$ cat config.mk
export PLATFORM = sky130hd
export DESIGN_NAME = imm_extend_pipe
export DESIGN_NICKNAME = d
export VERILOG_FILES = /design/src/rtl/imm_ext_pkg.sv /design/src/rtl/imm_ext_comb.sv /design/src/rtl/imm_extend_pipe.sv
export SDC_FILE = /design/constraint.sdc
export NUM_CORES = 1
export LEC_CHECK = 0
export ABC_AREA = 1
export CORE_MARGIN = 2
export CORE_UTILIZATION = 58
export DETAILED_ROUTE_END_ITERATION = 7
export MAX_ROUTING_LAYER = met4
export PLACE_DENSITY_LB_ADDON = 0.12
export SYNTH_ARGS = -nofsm -noshare
export SYNTH_HDL_FRONTEND = slang
export SYNTH_HIERARCHICAL = 1
export SYNTH_SLANG_ARGS = --single-unit
$ cat constraint.sdc
create_clock -name clk -period 3.1 [get_ports clk]
set_input_delay 0.31 -clock clk [delete_from_list [all_inputs] [get_ports clk]]
set_output_delay 0.31 -clock clk [all_outputs]
set_load 0.03 [all_outputs]
$ cat src/rtl/imm_ext_pkg.sv
// Shared definitions for the MIPS immediate-extension blocks: mode encodings
// and default operand widths.
package imm_ext_pkg;

    localparam logic [1:0] IMM_ZEXT  = 2'b00;
    localparam logic [1:0] IMM_SEXT  = 2'b01;
    localparam logic [1:0] IMM_BROFF = 2'b10;
    localparam logic [1:0] IMM_LUI   = 2'b11;

    localparam int IMM_IN_W  = 16;
    localparam int IMM_OUT_W = 32;
    localparam int IMM_TAG_W = 5;

    typedef logic [1:0] imm_mode_t;

endpackage

$ cat src/rtl/imm_ext_comb.sv
// Combinational immediate extension: zero-, sign-, branch-offset and
// load-upper forms. Shared with the single-cycle datapath.
module imm_ext_comb
    import imm_ext_pkg::*;
#(
    parameter int IN_W  = IMM_IN_W,
    parameter int OUT_W = IMM_OUT_W
) (
    input  logic             en,
    input  imm_mode_t        mode,
    input  logic [IN_W-1:0]  imm,
    output logic [OUT_W-1:0] result
);

    // Branch offsets need two spare bits above the immediate for the <<2.
    if (OUT_W < IN_W + 2) begin : g_width_check
        $error("imm_ext_comb: OUT_W must be at least IN_W+2");
    end

    logic signed [OUT_W-1:0] sext;

    assign sext = {{(OUT_W-IN_W){imm[IN_W-1]}}, imm};

    always_comb begin
        result = '0;
        if (en) begin
            case (mode)
                IMM_ZEXT:  result = {{(OUT_W-IN_W){1'b0}}, imm};
                IMM_SEXT:  result = sext;
                IMM_BROFF: result = sext <<< 2;
                IMM_LUI:   result = {imm, {(OUT_W-IN_W){1'b0}}};
                default:   result = '0;
            endcase
        end
    end

endmodule

$ cat src/rtl/imm_extend_pipe.sv
// Registered immediate extender with valid/ready handshake, a main output
// register and one skid register so backpressure never loses a beat.
module imm_extend_pipe
    import imm_ext_pkg::*;
#(
    parameter int IN_W  = IMM_IN_W,
    parameter int OUT_W = IMM_OUT_W,
    parameter int TAG_W = IMM_TAG_W
) (
    input  logic             clk,
    input  logic             rst,
    input  logic             flush,
    input  logic             in_valid,
    output logic             in_ready,
    input  logic             en,
    input  imm_mode_t        mode,
    input  logic [IN_W-1:0]  imm,
    input  logic [TAG_W-1:0] in_tag,
    output logic             out_valid,
    input  logic             out_ready,
    output logic [OUT_W-1:0] out_data,
    output logic [TAG_W-1:0] out_tag
);

    if (OUT_W < IN_W + 2) begin : g_width_check
        $error("imm_extend_pipe: OUT_W must be at least IN_W+2");
    end

    logic [OUT_W-1:0] res_comb;
    logic             accept;
    logic             emit;

    // Main register (_p0) drives the outputs; skid register (_p1) catches
    // the beat accepted while the consumer stalls.
    logic [OUT_W-1:0] data_p0;
    logic [TAG_W-1:0] tag_p0;
    logic             vld_p0;
    logic [OUT_W-1:0] data_p1;
    logic [TAG_W-1:0] tag_p1;
    logic             vld_p1;

    imm_ext_comb #(
        .IN_W  (IN_W),
        .OUT_W (OUT_W)
    ) u_comb (
        .en     (en),
        .mode   (mode),
        .imm    (imm),
        .result (res_comb)
    );

    // in_ready comes straight from the skid flop, never from out_ready.
    assign in_ready  = !vld_p1;
    assign accept    = in_valid && in_ready && !flush;
    assign emit      = vld_p0 && out_ready;

    assign out_valid = vld_p0;
    assign out_data  = data_p0;
    assign out_tag   = tag_p0;

    // ---- stage boundary: result registered into main or skid ----
    always_ff @(posedge clk) begin
        if (rst) begin
            vld_p0  <= 1'b0;
            vld_p1  <= 1'b0;
            data_p0 <= '0;
            tag_p0  <= '0;
            data_p1 <= '0;
            tag_p1  <= '0;
        end else if (flush) begin
            vld_p0 <= 1'b0;
            vld_p1 <= 1'b0;
        end else if (vld_p1) begin
            if (emit) begin
                data_p0 <= data_p1;
                tag_p0  <= tag_p1;
                vld_p1  <= 1'b0;
            end
        end else if (vld_p0) begin
            if (emit && accept) begin
                data_p0 <= res_comb;
                tag_p0  <= in_tag;
            end else if (emit) begin
                vld_p0 <= 1'b0;
            end else if (accept) begin
                data_p1 <= res_comb;
                tag_p1  <= in_tag;
                vld_p1  <= 1'b1;
            end
        end else if (accept) begin
            data_p0 <= res_comb;
            tag_p0  <= in_tag;
            vld_p0  <= 1'b1;
        end
    end

endmodule

==> results.toml, run 1 <==
[drt]
detail_route.drc_violations = 0
antenna_left = 0
dr_vias_cell = 5.69
route.final.wire_length_um = 11200
num_vias = 4197
detailedRoute.firstPassIterationCount = 5
post_drt_wl_per_cell_um = 15.2
count_of_routing_violations_after_the_opening_detailed_route_iteration = 367

[timing]
fin_worst_skew_ns = 0.00799
tns_ns = 0
time_the_worst_path_needs_with_i_o_delays_and_setup_ns = 2.16
final_worst_path_setup_slack_ns = 0.939
worst_hold_slack_ns = 0.465
final_hold_viol_count = 0
worst_pin_slew_ns = 0.748
max_freq_ghz = 0.463
fraction_of_the_cycle_the_final_worst_path_needs_pct = 69.7
maxSlewViolCount = 0
max_slew_headroom_pct = 49.9
rsz_0062_raised_after_global_routing = "false"
setup_viol = 0

[synthesis]
ys_warn_count = 6
ys_seq_elements = 76
netlist.top_cell.by_area = "sky130_fd_sc_hd__dfxtp_1"
netlist_top_cells_area = "sky130_fd_sc_hd__dfxtp_1 (37%), sky130_fd_sc_hd__nand3_1 (15%), sky130_fd_sc_hd__nand2_1 (13%)"
number_of_enable_flip_flop_cells_after_synthesis = 0
synth_compound_gate_area_share_pct = 18.2
synthAdderAreaFrac_pct = 0
async_reset_ff_share_pct = 0
synth_most_common_cell = "sky130_fd_sc_hd__nand2_1"
netlist_area_sq_um = 4090
synth.cells.most_frequent = "sky130_fd_sc_hd__nand2_1 (140), sky130_fd_sc_hd__nand3_1 (119), sky130_fd_sc_hd__a21oi_1 (76), sky130_fd_sc_hd__dfxtp_1 (76), sky130_fd_sc_hd__nor2_1 (40)"
yosysTopAreaCellShare_pct = 37.2
synth_fp_nets = 632
synth_simple_gate_area_share_pct = 33.3
proportion_of_synthesized_area_in_mux_cells_pct = 0
synth_xor_area_share_pct = 0
largest_family_of_logic_cells_by_synthesized_area = "simple AND/OR/NAND/NOR gates"
dominantRegCellSynth = "sky130_fd_sc_hd__dfxtp_1"
yosys.cell_types.count = 25
synth_area_per_cell_sq_um = 6.79
netlist_instances = 603
synth_seq_area_share_pct = 37.2

[power_and_ir_drop]
power.static_leakage_uw = 0.00190
netSwitchingPower_uw = 629
cellPowerDensity_nw_per_um2 = 464
swShare_pct = 27.9
power.share.combinational_pct = 17.4
share_seq_of_total_power_pct = 45.3
vdd_ir_drop_max_mv = 0.330
finalPower_uw = 2250
p_int_uw = 1620
clock_power_share_pct = 37.3

[layout]
layout_nets = 666
layout_overhead_on_the_synthesized_area_pct = 18.7
share_of_the_core_filled_with_cells_pct = 71.5
drive_gt1_share_pct = 6.24
diodes = 0

[global_route]
first_global_vias = 3717
grt_use_total_pct = 30.3
wire_length_of_the_first_global_routing_pass_um = 18000
grt_start_max_net_pins = 50
gr-usage-met2_pct = 47.7
initial_antenna_violation_count = 0
grt_util_met3_pct = 4.81
grt.busiest_layer = "met2"
met1_capacity_usage_during_global_routing_pct = 40.5
residual_overflow_from_global_routing = 0

[cts]
clk_latency_ns = 0.34
clock-sinks = 76
cts_tree = "built"
cts.clk_slew.worst_paths_ns = 0.08
cts_buffers = 9
post_cts.resized_instances = 0
cts_buffer_depth = 2
htreeDepth = 3
cts_setup_buffers = 0
clockRootBuffer = "sky130_fd_sc_hd__clkbuf_8"
postCtsHoldBufs = 0

[run_status]
run_status = "completed"

[placement]
post-dp-hpwl_um = 6940
place_congestion = 0.907
dp_slack_ns = 0.708
numPortBuffers = 67

[floorplanning]
x_dimension_of_the_die_um = 88
die_area_sq_um = 7740
die-height_um = 88
num_ports = 68
rows = 30
initial_utilization_pct = 60.2
floorplan.core_area_sq_um = 6790

[critical_path]
critical_path_start_type = "register"
critical_path_required_ns = 2.79
crit_type = "register to output port"
cp_max_fo = 49
worst_setup_path_end_kind = "output port"
crit_arrival_ns = 1.85

[job]
max-cap-violations = 0

[hold_path]
min-delay-path-class = "register to register"
metal layers:
layer  vias to the layer above  wire length, um
li1                       2056                -
met1                      1933             5120
met2                       191             5120
met3                        17              796
met4                         0              150
met5                         -                0
worst paths after layout:
kind	startpoint	to	slack, ns	cells past startpoint
worst min-delay path	data_p1[26]	data_p1[26]	0.47	2
worst max register to register	out_valid	out_data[0]	1.25	8
worst min register to register	data_p1[26]	data_p1[26]	0.47	2
worst max-delay path	vld_p1	in_ready	0.94	2
cells by family (layout without fill, tap and decap cells):
| group | count (synthesis) | count (layout) |
|---|---|---|
| DFF | 76 | 76 |
| AOI/OAI and AO/OA | 129 | 129 |
| buffers and inverters | 90 | 128 |
| and+or+nand+nor | 308 | 308 |
stage by stage:
step                      instance area [sq um]  std cells
after global routing                       4860        737
after floorplan                            4090        603
final                                      4860        737
after CTS                                  4860        737
after global placement                     4640        722
after detailed placement                   4640        722
area by class of cell:
type	instances	area, sq um
timing repair buffer	77	746
clock buffer	11	141
inverter	36	138
clock inverter	4	73.8
tap	96	120
sequential	76	1520
multi-input combinational	437	2120
fill	592	1940
flip-flops by register name (all words and copies together) (netlist names):
register,flops
vld_p1,1
out_tag,5
out_valid,1
data_p1,32
tag_p1,5
out_data,32
power groups by stage:
stage / clock (uW) / combinational [uW] / sequential [uW]
2_1_floorplan: 0 / 207 / 1100
3_5_place_dp: 0 / 388 / 1040
6_report: 840 / 392 / 1020
5_1_grt: 885 / 427 / 1020
4_1_cts: 849 / 390 / 1020
3_3_place_gp: 0 / 384 / 1040
placed cells by master (no fill, tap or decap):
master and instances:
sky130_fd_sc_hd__o21ai_0 14, sky130_fd_sc_hd__inv_4 1, sky130_fd_sc_hd__a21oi_2 1, sky130_fd_sc_hd__bufinv_16 2
sky130_fd_sc_hd__o21a_1 7, sky130_fd_sc_hd__clkbuf_1 1, sky130_fd_sc_hd__buf_4 10, sky130_fd_sc_hd__a21boi_1 10
sky130_fd_sc_hd__nor2_8 1, sky130_fd_sc_hd__and2_1 1, sky130_fd_sc_hd__dfxtp_1 76, sky130_fd_sc_hd__inv_1 29
sky130_fd_sc_hd__nand3_1 119, sky130_fd_sc_hd__nand3_2 3, sky130_fd_sc_hd__a21oi_4 1, sky130_fd_sc_hd__nor2_2 1
sky130_fd_sc_hd__nand4_1 1, sky130_fd_sc_hd__nor2_1 40, sky130_fd_sc_hd__nor2_4 1, sky130_fd_sc_hd__clkinv_4 1
sky130_fd_sc_hd__clkbuf_8 10, sky130_fd_sc_hd__clkdlybuf4s50_1 67, sky130_fd_sc_hd__nand2_1 140, sky130_fd_sc_hd__nand2_4 1
sky130_fd_sc_hd__a21oi_1 75, sky130_fd_sc_hd__a21boi_0 21, sky130_fd_sc_hd__clkinv_2 1, sky130_fd_sc_hd__inv_2 6
worst max-delay path, cell delays in order, from the launching register on:
cell and delay [ns]:
sky130_fd_sc_hd__dfxtp_1 0.34, sky130_fd_sc_hd__inv_4 0.39, sky130_fd_sc_hd__clkdlybuf4s50_1 0.77
Note: power is estimated with default switching activity, not from simulation.
==> inputs of run 2 (changes only) <==
--- a/config.mk
+++ b/config.mk
@@ -7,7 +7,7 @@
 export LEC_CHECK = 0
 export ABC_AREA = 1
 export CORE_MARGIN = 2
-export CORE_UTILIZATION = 58
+export CORE_UTILIZATION = 54
 export DETAILED_ROUTE_END_ITERATION = 7
 export MAX_ROUTING_LAYER = met4
 export PLACE_DENSITY_LB_ADDON = 0.12
==> constraint.sdc (replaced) <==
create_clock -name clk -period 2.2 [get_ports clk]
set_input_delay 0.22 -clock clk [delete_from_list [all_inputs] [get_ports clk]]
set_output_delay 0.22 -clock clk [all_outputs]
set_load 0.03 [all_outputs]
==> results.toml, run 2 (synthesis results as in run 1) <==
[run_status]
run_status = "completed"

[drt]
post_drt_wl_per_cell_um = 14.2
route.final.wire_length_um = 10700
detail_route.drc_violations = 0
detailedRoute.firstPassIterationCount = 5
antenna_left = 0
dr_vias_cell = 5.57
num_vias = 4188
count_of_routing_violations_after_the_opening_detailed_route_iteration = 368

[global_route]
first_global_vias = 3769
grt_use_total_pct = 26.7
grt_start_max_net_pins = 41
residual_overflow_from_global_routing = 0
wire_length_of_the_first_global_routing_pass_um = 17700
initial_antenna_violation_count = 0

[critical_path]
crit_arrival_ns = 1.74
endpoint_of_the_worst_setup_timing_path = "out_valid"
cp_slowest_stage_delay_ns = 0.73
crit_type = "register to output port"
cp_max_fo = 24
regToRegStartpoint = "out_valid"
worst_setup_path_end_kind = "output port"
critical_path_start_type = "register"
critical_path_required_ns = 1.98
worstSetupStartpoint = "out_valid"
timing.critical_path.depth = 2
regToRegEndpoint = "out_data[22]"
critPathTopFamily = "buffers and inverters"
critPathSlowestCell = "sky130_fd_sc_hd__clkdlybuf4s50_1"
rrSetupSlack_ns = 0.69
worstPathBufferInverterCount = 2
worstPathCellList = "buf_4 -> clkdlybuf4s50_1"
worst-r2r-cell-count = 8

[cts]
cts_buffer_depth = 2
cts_tree = "built"
clk_latency_ns = 0.36
clockRootBuffer = "sky130_fd_sc_hd__clkbuf_8"
htreeDepth = 3
post_cts.resized_instances = 0
postCtsHoldBufs = 0
cts.clk_slew.worst_paths_ns = 0.08
clock-sinks = 76
cts_buffers = 9
cts_setup_buffers = 0

[timing]
rsz_0062_raised_after_global_routing = "false"
tns_ns = 0
final_hold_viol_count = 0
fin_worst_skew_ns = 0.00769
worst_hold_slack_ns = 0.467
worst_pin_slew_ns = 0.648
fraction_of_the_cycle_the_final_worst_path_needs_pct = 89.1
max_slew_headroom_pct = 56.7
setup_viol = 0
maxSlewViolCount = 0
final_worst_path_setup_slack_ns = 0.239
max_freq_ghz = 0.510
time_the_worst_path_needs_with_i_o_delays_and_setup_ns = 1.96

[floorplanning]
die_area_sq_um = 8290
initial_utilization_pct = 56.1
num_ports = 68
rows = 31
die-height_um = 91.1
floorplan.core_area_sq_um = 7290
x_dimension_of_the_die_um = 91.1

[power_and_ir_drop]
power.share.combinational_pct = 16.9
netSwitchingPower_uw = 912
cellPowerDensity_nw_per_um2 = 671
vdd_ir_drop_max_mv = 0.438
swShare_pct = 27.0
clock_power_share_pct = 40.5
p_int_uw = 2460
power.static_leakage_uw = 0.00198
share_seq_of_total_power_pct = 42.6

[placement]
numPortBuffers = 67
place_congestion = 0.955
post-dp-hpwl_um = 7040
dp_slack_ns = 0.160

[layout]
final_common_cell = "sky130_fd_sc_hd__nand2_1"
layout_overhead_on_the_synthesized_area_pct = 22.8
num-fill-cells = 649
layout_common_cells = "sky130_fd_sc_hd__nand2_1 (140), sky130_fd_sc_hd__nand3_1 (119), sky130_fd_sc_hd__dfxtp_1 (76)"
layout_nets = 677
diodes = 0
drive_gt1_share_pct = 8.12

[hold_path]
min-delay-path-class = "register to register"

[job]
max-cap-violations = 0
run 2: cell types whose count changed in the layout (fill, tap and decap cells not counted):
cell,delta
sky130_fd_sc_hd__clkbuf_1,-1
sky130_fd_sc_hd__clkbuf_8,+1
sky130_fd_sc_hd__buf_12,+3
sky130_fd_sc_hd__buf_4,+8
sky130_fd_sc_hd__clkinv_2,-1
sky130_fd_sc_hd__clkinv_4,+1
sky130_fd_sc_hd__bufinv_16,+1
run 2: per-layer routing:
metal  up-vias  track usage, %  routed length, um
met3        20            6.47                941
li1       2081               -                  -
met2       193            40.2               4700
met5         -               -                  0
met1      1894            35.8               4870
met4         0            7.83                144
run 2: how the worst min path moves through the flow:
stage                 from          end  slack (ns)  cells past startpoint
3_3_place_gp   data_p1[21]  data_p1[21]        0.45                      2
3_5_place_dp   data_p1[13]  data_p1[13]        0.46                      2
2_1_floorplan          rst       vld_p1        0.37                      3
6_report        data_p1[4]   data_p1[4]        0.47                      2
5_1_grt          in_tag[4]    tag_p1[4]        0.48                      3
4_1_cts          in_tag[4]    tag_p1[4]        0.46                      3
run 2: area by class of cell:
| type | instances | area, sq um | area share [%] |
|---|---|---|---|
| clock buffer | 11 | 151 | 3.01 |
| tap | 99 | 124 | 2.46 |
| sequential | 76 | 1520 | 30.3 |
| multi-input combinational | 437 | 2120 | 42.1 |
| timing repair buffer | 88 | 866 | 17.2 |
| inverter | 36 | 138 | 2.74 |
| clock inverter | 5 | 108 | 2.14 |
run 2: power by group through the flow:
stage | Sequential (uW) | Combinational (uW) | Clock (uW)
final | 1440 | 570 | 1370
after detailed placement | 1470 | 563 | 0
after global routing | 1440 | 617 | 1450
after floorplan | 1540 | 291 | 0
after CTS | 1440 | 566 | 1370
after global placement | 1470 | 559 | 0
run 2: per-stage QoR:
step                instances  util (%)  cell area [sq um]  power, uW
floorplan                 603         -               4090       1830
global placement          736      65.4               4770       2030
detailed placement        736      65.4               4770       2030
CTS                       752      68.9               5030       3380
global route              752      68.9               5030       3510
finish                    752      68.9               5030       3370
run 2: worst min-delay path: cells and delay by family (launching register included):
family	cells	cell delay, ns
flops	1	0.31
simple gates	1	0.06
compound gates	1	0.05
==> inputs of run 3 (changes only) <==
--- a/config.mk
+++ b/config.mk
@@ -8,6 +8,7 @@
 export ABC_AREA = 1
 export CORE_MARGIN = 2
 export CORE_UTILIZATION = 54
+export CTS_CLUSTER_SIZE = 40
 export DETAILED_ROUTE_END_ITERATION = 7
 export MAX_ROUTING_LAYER = met4
 export PLACE_DENSITY_LB_ADDON = 0.12
==> results of run 3 <==
Same layout as run 2: the final DEF is identical, and so are final timing and power.
